[src/rtl/irq_sequencer.sv]
// Interrupt sequencer: latches eight source events, presents one request at a time, handles ack/mask/timeout.
// Build option IRQ_SEQ_ROUND_ROBIN_EN selects round-robin arbitration; undefined gives fixed lowest-index priority.
module irq_sequencer #(
    parameter int unsigned ACK_TIMEOUT = 255
) (
    input  logic       clk,
    input  logic       rst_n,
    input  logic [7:0] SRC_EVT,
    input  logic [7:0] MASK,
    input  logic       ACK,
    input  logic [2:0] ACKNUM,
    output logic [7:0] IRQ,
    output logic [7:0] PENDING,
    output logic       BUSY,
    output logic       TIMEOUT
);
    localparam int unsigned NSRC = 8;
    localparam int unsigned IDXW = 3;
    localparam int unsigned CNTW = (ACK_TIMEOUT > 0) ? $clog2(ACK_TIMEOUT + 1) : 1;

    typedef enum logic [1:0] {
        S_IDLE,
        S_ASSERT,
        S_GAP
    } state_t;

    state_t            state, state_nxt;
    logic [IDXW-1:0]   cur, cur_nxt;
    logic [CNTW-1:0]   cnt, cnt_nxt, cnt_inc;
    logic [NSRC-1:0]   irq_nxt, pend_nxt, clr, elig;
    logic              busy_nxt, timeout_nxt;
    logic              sel_vld, ack_hit, to_hit;
    logic [IDXW-1:0]   sel_idx;
`ifdef IRQ_SEQ_ROUND_ROBIN_EN
    logic [IDXW-1:0]   ptr, ptr_nxt;
`endif

    assign elig    = PENDING & ~MASK;
    assign sel_vld = |elig;
    assign ack_hit = ACK && (ACKNUM == cur);
    assign cnt_inc = (cnt == {CNTW{1'b1}}) ? cnt : cnt + CNTW'(1);
    assign to_hit  = (ACK_TIMEOUT != 0) && (cnt_inc == CNTW'(ACK_TIMEOUT));

`ifdef IRQ_SEQ_ROUND_ROBIN_EN
    // Search upward from ptr with wrap; the last hit in a descending scan is the nearest one.
    always_comb begin
        sel_idx = '0;
        for (int j = int'(NSRC) - 1; j >= 0; j--) begin
            if (elig[ptr + IDXW'(j)]) sel_idx = ptr + IDXW'(j);
        end
    end
`else
    // Lowest eligible index wins.
    always_comb begin
        sel_idx = '0;
        for (int i = int'(NSRC) - 1; i >= 0; i--) begin
            if (elig[i]) sel_idx = IDXW'(i);
        end
    end
`endif

    // Next-state and registered-output values.
    always_comb begin
        state_nxt   = state;
        cur_nxt     = cur;
        cnt_nxt     = cnt;
        irq_nxt     = IRQ;
        timeout_nxt = 1'b0;
        clr         = '0;
`ifdef IRQ_SEQ_ROUND_ROBIN_EN
        ptr_nxt     = ptr;
`endif
        unique case (state)
            S_IDLE: begin
                if (sel_vld) begin
                    cur_nxt          = sel_idx;
                    irq_nxt          = '0;
                    irq_nxt[sel_idx] = 1'b1;
                    cnt_nxt          = '0;
                    state_nxt        = S_ASSERT;
                end
            end
            S_ASSERT: begin
                cnt_nxt = cnt_inc;
                if (ack_hit) begin
                    clr[cur]  = 1'b1;
                    irq_nxt   = '0;
                    state_nxt = S_GAP;
                end else if (MASK[cur]) begin
                    irq_nxt   = '0;
                    state_nxt = S_GAP;
                end else if (to_hit) begin
                    irq_nxt     = '0;
                    timeout_nxt = 1'b1;
                    state_nxt   = S_GAP;
                end
`ifdef IRQ_SEQ_ROUND_ROBIN_EN
                if (state_nxt == S_GAP) ptr_nxt = cur + IDXW'(1);
`endif
            end
            S_GAP: begin
                irq_nxt   = '0;
                state_nxt = S_IDLE;
            end
            default: begin
                irq_nxt   = '0;
                state_nxt = S_IDLE;
            end
        endcase
        // New events take precedence over an ack clear of the same source.
        pend_nxt = (PENDING & ~clr) | SRC_EVT;
        busy_nxt = (state_nxt != S_IDLE);
    end

    always_ff @(posedge clk or negedge rst_n) begin
        if (!rst_n) begin
            state   <= S_IDLE;
            cur     <= '0;
            cnt     <= '0;
            IRQ     <= '0;
            PENDING <= '0;
            BUSY    <= 1'b0;
            TIMEOUT <= 1'b0;
`ifdef IRQ_SEQ_ROUND_ROBIN_EN
            ptr     <= '0;
`endif
        end else begin
            state   <= state_nxt;
            cur     <= cur_nxt;
            cnt     <= cnt_nxt;
            IRQ     <= irq_nxt;
            PENDING <= pend_nxt;
            BUSY    <= busy_nxt;
            TIMEOUT <= timeout_nxt;
`ifdef IRQ_SEQ_ROUND_ROBIN_EN
            ptr     <= ptr_nxt;
`endif
        end
    end

endmodule

[config.mk]
export PLATFORM = sky130hd
export DESIGN_NAME = irq_sequencer
export DESIGN_NICKNAME = d
export VERILOG_FILES = /design/src/rtl/irq_sequencer.sv
export SDC_FILE = /design/constraint.sdc
export NUM_CORES = 1
export LEC_CHECK = 0
export CORE_ASPECT_RATIO = 0.8
export CORE_MARGIN = 2
export CORE_UTILIZATION = 45
export DETAILED_ROUTE_END_ITERATION = 8
export PLACE_DENSITY = 0.75
export SLEW_MARGIN = 5
export SYNTH_ARGS = -nofsm -noshare
export SYNTH_HDL_FRONTEND = slang
export SYNTH_SLANG_ARGS = --single-unit
[constraint.sdc]
create_clock -name clk -period 1.8 [get_ports clk]
set_input_delay 0.36 -clock clk [delete_from_list [all_inputs] [get_ports clk]]
set_output_delay 0.36 -clock clk [all_outputs]
set_load 0.01 [all_outputs]
==> results of run 1 <==
## sequential cells by signal (all words and copies together) (netlist names)
register and flops:
TIMEOUT 1, cur 3, BUSY 1, state 2
IRQ 8, PENDING 8, cnt 8
## Yosys cell counts, types with 2 or more instances
cell      number
a311oi_1       2
o21ai_1        2
nand2_2        2
o21ai_0       10
nand2b_1      12
nand4_1        3
nand2_1       23
and3_1         2
o211ai_1       8
nand3b_1       4
o22ai_1        2
xnor2_1        3
a21o_1         4
o31ai_1        2
nor4_1         3
nor2b_1        7
o211a_1        3
mux2_2         3
nor2_1        10
inv_1          2
dfrtp_1       31
a21oi_1        9
o21a_1         2
nand3_1        9
mux2i_1        5
buf_2          3
nor3_1         4
## final timing paths
path                                       from                   end  cells past startpoint
min reg2reg                PENDING[7]$_DFF_PN0_  PENDING[7]$_DFF_PN0_                      1
max in group asynchronous                 rst_n    cnt[3]$_DFFE_PN0P_                      2
min in group clk           PENDING[7]$_DFF_PN0_  PENDING[7]$_DFF_PN0_                      1
max reg2reg                  cnt[0]$_DFFE_PN0P_    state[1]$_DFF_PN0_                      6
min                                       rst_n    cur[2]$_DFFE_PN0P_                      2
max                          cnt[0]$_DFFE_PN0P_    state[1]$_DFF_PN0_                      6
## what timing repair did
| item | CTS | global route |
|---|---|---|
| setup buffers | 0 | 2 |
| pin swaps | 1 | 5 |
| resized for setup | 2 | 15 |
| gates cloned | 0 | 1 |
| setup endpoints to repair | 8 | 14 |
## area by class of cell
class	count	share of cell area
clock buffers	6	0.0311
repair buffers	74	0.252
inverters	2	0.00283
clock inverters	1	0.00189
multi-input cells	153	0.393
well taps	55	0.0259
flip-flops and latches	31	0.293
## per-layer routing
metal  GRT usage  up-vias
met2       0.353       63
met1       0.355      832
li1            -      857
met4      0.0459        0
met5           0        -
met3      0.0498        3
## per-stage QoR
| stage | util | instances |
|---|---|---|
| after floorplan | - | 191 |
| after global placement | 0.655 | 312 |
| after detailed placement | 0.655 | 312 |
| after CTS | 0.680 | 319 |
| after global routing | 0.698 | 322 |
| final | 0.698 | 322 |
## cell families after synthesis
| kind of cell | after synthesis |
|---|---|
| AOI/OAI and AO/OA | 53 |
| xor gates and xnor gates | 3 |
| adders and majority gates | 1 |
| buffers and inverters | 7 |
| DFF | 31 |
| muxes | 8 |
| and+or+nand+nor | 88 |
## power breakdown
group,switching (mW),internal [mW],total (mW)
clock,0.255,0.299,0.555
combinational,0.684,0.697,1.38
sequential,0.157,0.829,0.986
==> out/results.txt, run 1 <==
Status: finished clean
ANT cells: 0
Setup ws final: 0.0203 ns
First-pass GRT wire length: 7.94 mm
Max Buffers Root-to-Sink: 2
Num CTS Buffers: 5
CP Launch Type: flop
Most frequent cells in the layout: clkdlybuf4s50_1, buf_4, dfrtp_1, nand2_1, nand2b_1
Asr flop ratio synth: 1.00
Place WS: -0.326 ns
Die footprint: 4510 µm²
Post-layout minimum cycle time: 1.78 ns
Number of hold buffers added after cts: 0
Starting Density: 0.471
Vias in the first global route: 1681
Crit path max fanout: 10
Vias: 1755
Mux share of post-synthesis cell area: 0.0468
Total gr overflow: 0
Top cell family by delay on the critical path: compound AO/OA/AOI/OAI gates
Port-buffer cells: 39
F_max: 0.562 GHz
Cell Area, Synth: 1790 µm²
Avg Inst Size Synth: 9.39 µm²
Avg WL per Cell: 15.4 µm
Maximum vdd drop: 0.000799 V
Clock sink count: 31
Simple-gate share of the synthesized area: 0.271
Synth warn: 0
Worst-margin pin slew: 0.402 ns
WL final: 4.94 mm
Worst Path Required: 1.97 ns
Synth Area in XOR/XNOR: 0.0147
CP Cell Sequence: ha_4 > nand2_4 > o311a_1 > o221ai_2 > nor2_4 > o41a_1
Max-cap violations: 0
Setup-failing EPs final: 0
Pwr dens: 1100 nW/µm²
Worst-path clk slew: 0.07 ns
Synth top area share: 0.433
Area of the core: 3800 µm²
Hold Worst Slack: 0.464 ns
Post-synthesis compound-gate area fraction: 0.211
Gate Count Post-Synth: 191
Share of cells above drive strength 1: 0.232
Clock skew: 0.00946 ns
Area post-placement: 2490 µm²
DR pass1 iterations: 4
Root Buffer: clkbuf_8
Antenna violations before repair: 0
Tcrit/Tclk final: 0.989
Area grow syn2layout: 48.0%
Crit path buf inv count: 0
Metal2 WL: 2.21 mm
Routability Congestion: 0.815
Fill count: 324
Most used DFF post-synth: dfrtp_1
Met3 WL: 295 µm
Ports: 40
Routed Antenna Nets: 0
Sequential cell area: 778 µm²
R2R Setup Slk: 0.02 ns
Lkg Pwr: 1.10 nW
Final Power: 2.92 mW
Nets: 290
TritonCTS clock tree: yes
Post-synth EDFFs: 0
GRT Total Usage: 0.236
Slew margin rel.: 0.729
Crit path DAT: 1.95 ns
Min-delay worst type: input pin to asynchronous set/reset pin
Top routing layer in use: met4
Finished Cell Area: 2650 µm²
Final Max Slew Viols: 0
Adder-Cell Fraction of Synth Area: 0.00698
Multi-input logic area: 1040 µm²
Die span in x: 74.6 µm
Post-synth cell types: 48
Post-DP HPWL: 3.71 mm
Met1 WL: 2.40 mm
Crit end category: flop
Post-synthesis register bit count: 31
Setup TNS: 0 ns
Iteration-0 DRC Markers: 100
Die span in y: 60.5 µm
Post-synth top area cell: dfrtp_1
Critical path type: flop to flop
H-tree Lvls: 2
Critical Path Slowest Stage Cell: dfrtp_1
Net count after synthesis: 214
Residual DRC count: 0
Clk_lat worst skew: 0.29 ns
Largest net degree at the start of global routing: 32
CP peak stage delay: 0.40 ns
Sequential share of the synthesized area: 0.433
Row count: 20
Final hold violations: 0
Post-DR vias/cell: 5.45
Area contributors post-synth: dfrtp_1, nand2_1, nand2b_1
RSZ-0062 raised after global routing: true
Largest family of logic cells by synthesized area: simple AND/OR/NAND/NOR gates
Commonest non-fill, non-tap cell in the layout: clkdlybuf4s50_1
(Power assumes the default switching activity.)
==> run 2, diff against run 1 <==
- CORE_UTILIZATION: 45 -> 56
- DONT_BUFFER_PORTS: unset -> 1
- PLACE_DENSITY: 0.75 -> 0.74
==> out/results.txt, run 2 (synthesis results as in run 1) <==
Status: finished with violations
Failing checks: setup timing
Crit path max fanout: 5
Commonest non-fill, non-tap cell in the layout: dfrtp_1
Post-layout minimum cycle time: 1.82 ns
Met1 Resource Use GR: 0.341
Tcrit/Tclk final: 1.01
Critical Path Slowest Stage Cell: dfrtp_2
Routability Congestion: 0.996
Layout Utilization: 0.725
Clock skew: 0.0109 ns
CP Cell Sequence: ha_4 > nand2_4 > o311a_4 > o221ai_4 > nor2_4 > o41a_1
F_max: 0.550 GHz
Die span in y: 54.6 µm
Share of cells above drive strength 1: 0.243
GRT Total Usage: 0.281
Worst-margin pin slew: 0.418 ns
Clock sink count: 31
Num CTS Buffers: 5
Area of the core: 3060 µm²
Global-route met3 utilization: 0.0864
TritonCTS clock tree: yes
Vias: 1633
Routed Antenna Nets: 0
Antenna violations before repair: 1
GR Util met2: 0.449
Pwr dens: 1220 nW/µm²
Crit path DAT: 1.98 ns
Crit end category: flop
Int Power: 1.67 mW
Die footprint: 3670 µm²
Post-DP HPWL: 3.40 mm
Switching share of power: 0.387
Total gr overflow: 0
Final Power: 2.72 mW
Die span in x: 67.3 µm
H-tree Lvls: 2
Max Buffers Root-to-Sink: 2
First-pass GRT wire length: 7.32 mm
Max-cap violations: 0
Port-buffer cells: 0
Comb pwr share: 0.392
Iteration-0 DRC Markers: 185
Nets: 244
Setup ws final: -0.0180 ns
RSZ-0062 raised after global routing: true
CP peak stage delay: 0.42 ns
Sequential Power Share: 0.380
Root Buffer: clkbuf_8
Area grow syn2layout: 23.9%
Final hold violations: 0
Worst Path Required: 1.96 ns
Final Max Slew Viols: 0
Row count: 18
Residual DRC count: 0
Slew margin rel.: 0.719
Largest net degree at the start of global routing: 32
Final std cells w/o fill: 262
Post-DR vias/cell: 6.23
Most frequent cells in the layout: dfrtp_1, buf_4, nand2_1, nand2b_1, o21ai_0
Largest registers: IRQ (8), PENDING (8), cnt (8)
Switch Pwr: 1.05 mW
Lkg Pwr: 0.882 nW
ANT cells: 0
Inst Count DP: 249
Clk_lat worst skew: 0.30 ns
WL final: 4.84 mm
Maximum vdd drop: 0.000821 V
Avg WL per Cell: 18.5 µm
Global routing's busiest layer: met2
Setup-failing EPs final: 1
Starting Density: 0.585
Ports: 40
Place WS: -0.0327 ns
Critical path type: flop to flop
CP Launch Type: flop
Clk pwr share: 0.228
Vias in the first global route: 1556
DR pass1 iterations: 4
Min-delay worst type: input pin to flop
Worst-path clk slew: 0.07 ns
## run 2: changes by cell type in the layout (fill, tap and decap cells not counted), moves of 2 or more
cell	delta
clkdlybuf4s50_1	-36
buf_4	-8
dlymetal6s2s_1	-3
buf_6	-2
nor2b_1	+2
nor4_1	-2
nor4_2	+2
## run 2: path summary, 6_finish.rpt
| path | startpoint | cells past startpoint | end | slack, ns |
|---|---|---|---|---|
| worst max-delay path | cnt[1]$_DFFE_PN0P_ | 6 | state[1]$_DFF_PN0_ | -0.02 |
| worst min-delay path | SRC_EVT[1] | 1 | PENDING[1]$_DFF_PN0_ | 0.16 |
| worst max register to register | cnt[1]$_DFFE_PN0P_ | 6 | state[1]$_DFF_PN0_ | -0.02 |
| worst min register to register | PENDING[7]$_DFF_PN0_ | 2 | PENDING[7]$_DFF_PN0_ | 0.59 |
| max in group asynchronous | rst_n | 2 | cnt[1]$_DFFE_PN0P_ | 1.11 |
| min in group asynchronous | rst_n | 2 | PENDING[1]$_DFF_PN0_ | 0.49 |
## run 2: routing by layer
| layer | wire [µm] | up-vias |
|---|---|---|
| li1 | - | 773 |
| met5 | 7 | - |
| met2 | 2320 | 69 |
| met1 | 2090 | 776 |
| met4 | 121 | 2 |
| met3 | 307 | 13 |
## run 2: stage by stage
step	TNS [ns]	instance area, µm²	hold WS, ns
2_1_floorplan	0	1820	0.0644
3_3_place_gp	0	2020	0.0651
3_5_place_dp	-0.0327	2020	0.0652
4_1_cts	0	2150	0.156
5_1_grt	-0.530	2220	0.157
6_report	-0.0180	2220	0.160
## run 2: power by group through the flow
stage               logic (mW)  clock network, mW  registers (mW)
CTS                       1.01              0.621            1.03
global placement         0.946                  0            1.03
floorplan                0.741                  0           0.948
finish                    1.07              0.619            1.03
global route              1.15              0.646            1.06
detailed placement       0.988                  0            1.03
## run 2: cell type report
class	count	area, µm²
Timing Repair Buffer	27	218
Clock buffer	8	100
Tap cell	40	50.0
Inverter	2	7.51
Fill cell	227	841
Multi-Input combinational cell	154	1070
Sequential cell	31	778
## run 2: critical path: cells and delay by family (launching register included)
kind                       cells  cell delay (ns)
DFF                            1             0.42
adders and majority gates      1             0.17
AOI/OAI and AO/OA              3             0.93
and+or+nand+nor                2             0.17
## run 2: timing repair
| item | in CTS | in global routing |
|---|---|---|
| setup endpoints to repair | 2 | 10 |
| resized for setup | 2 | 8 |
| endpoints found under the hold margin | 31 | 0 |
| cloned | 0 | 1 |
| pin swaps | 1 | 3 |
| hold buffers | 2 | 0 |
| setup buffers | 0 | 2 |
==> run 3, diff against run 2 <==
- CORE_UTILIZATION: 56 -> 54
- PLACE_DENSITY: 0.74 -> 0.69
- SLEW_MARGIN: 5 -> unset
- clock period: 1.8 -> 2.2 ns (I/O delays scaled with it)
==> out/results.txt, run 3 (synthesis results as in run 1) <==
Status: finished clean
Clock skew: 0.00540 ns
Commonest non-fill, non-tap cell in the layout: dfrtp_1
CP Launch Type: flop
Tcrit/Tclk final: 0.936
Final hold violations: 0
Worst Min Path Start: SRC_EVT[3]
H-tree Lvls: 2
ANT cells: 0
Row count: 18
Area post-placement: 1840 µm²
Share of cells above drive strength 1: 0.106
Antenna violations before repair: 0
Die span in x: 68.4 µm
Die span in y: 55.5 µm
Crit end category: flop
Nets: 220
Met3 WL: 396 µm
Setup ws final: 0.141 ns
Area of the core: 3130 µm²
F_max: 0.486 GHz
Worst-path clk slew: 0.07 ns
Critical path type: flop to flop
Iteration-0 DRC Markers: 110
Max-cap violations: 0
Pwr dens: 1000 nW/µm²
Residual DRC count: 0
Max Buffers Root-to-Sink: 2
Post-DP HPWL: 2.94 mm
Die footprint: 3800 µm²
Lkg Pwr: 0.736 nW
GRT Total Usage: 0.229
Setup-failing EPs final: 0
Post-layout minimum cycle time: 2.06 ns
Worst Path Required: 2.37 ns
Vias: 1506
Vias in the first global route: 1427
Routability Congestion: 0.920
Port-buffer cells: 0
Largest registers: IRQ (8), PENDING (8), cnt (8)
Metal2 WL: 1.81 mm
Num CTS Buffers: 5
Total gr overflow: 0
Finished Cell Area: 1950 µm²
Most frequent cells in the layout: dfrtp_1, nand2_1, nand2b_1, o21ai_0, nor2_1
WL final: 4.05 mm
Clock sink count: 31
First-pass GRT wire length: 6.53 mm
TritonCTS clock tree: yes
Clk_lat worst skew: 0.28 ns
Ports: 40
Place WS: 0.126 ns
Setup TNS: 0 ns
Final Max Slew Viols: 0
Largest net degree at the start of global routing: 32
Routed Antenna Nets: 0
Crit path DAT: 2.22 ns
Crit path max fanout: 10
Min-delay worst type: input pin to flop
Slew margin rel.: 0.650
Worst-margin pin slew: 0.522 ns
Critical Path Source: cnt[0]$_DFFE_PN0P_
Area grow syn2layout: 9.00%
Starting Density: 0.573
Met1 WL: 1.83 mm
Top routing layer in use: met4
DR pass1 iterations: 5
R2R Path Start: cnt[0]$_DFFE_PN0P_
Maximum vdd drop: 0.000619 V
Avg WL per Cell: 17.0 µm
Post-DR vias/cell: 6.33
RSZ-0062 raised after global routing: false
Root Buffer: clkbuf_8
## run 3: cell count changes in the layout (fill, tap and decap cells not counted), sizes merged
| cell | change |
|---|---|
| clkbuf | -1 |
| clkinv | +1 |
| buf | -23 |
| nor2 | -1 |
## run 3: metal layers
metal	up-vias	GRT usage
met3	4	0.112
met2	69	0.315
met1	714	0.308
met5	-	0
met4	0	0.0857
li1	719	-
## run 3: report_power, final
group | leakage (nW) | switching [mW] | internal [mW]
clock | 0.0422 | 0.213 | 0.222
sequential | 0.375 | 0.177 | 0.675
combinational | 0.319 | 0.379 | 0.296
## run 3: worst max-delay path, stage by stage (launching register included)
cell and delay [ns]:
dfrtp_1 0.43, ha_2 0.28, nand2_2 0.12, o311a_1 0.39, o221ai_2 0.21, nor2_4 0.11, o41a_1 0.41
## run 3: per-stage QoR
step	hold slack [ns]	util	std cells	power, mW
2_1_floorplan	0.144	-	191	1.36
3_3_place_gp	0.145	0.586	228	1.49
3_5_place_dp	0.145	0.586	228	1.50
4_1_cts	0.240	0.622	238	1.96
5_1_grt	0.228	0.624	238	2.09
6_report	0.243	0.624	238	1.96
## run 3: repair_timing
action / in CTS / in global routing
hold buffers: 2 / 0
endpoints found under the hold margin: 31 / 0
gates resized for setup: 0 / 2
setup buffers: 0 / 0
endpoints found under the setup margin: 0 / 9
## run 3: area by class of cell
cell class,count,area (µm²)
Sequential cell,31,776
Tap cell,40,50.0
Timing Repair Buffer,4,45.0
Clock buffer,7,76.3
Multi-Input combinational cell,153,995
Clock inverter,1,5.00
Inverter,2,7.51
Fill cell,256,1180
## run 3: worst paths after layout
path / endpoint / slack (ns) / depth (start not counted)
max in group asynchronous: PENDING[2]$_DFF_PN0_ / 1.44 / 2
min: PENDING[3]$_DFF_PN0_ / 0.24 / 1
max reg2reg: state[1]$_DFF_PN0_ / 0.14 / 6
min reg2reg: PENDING[7]$_DFF_PN0_ / 0.56 / 1
min in group asynchronous: cnt[2]$_DFFE_PN0P_ / 0.60 / 2
max: state[1]$_DFF_PN0_ / 0.14 / 6
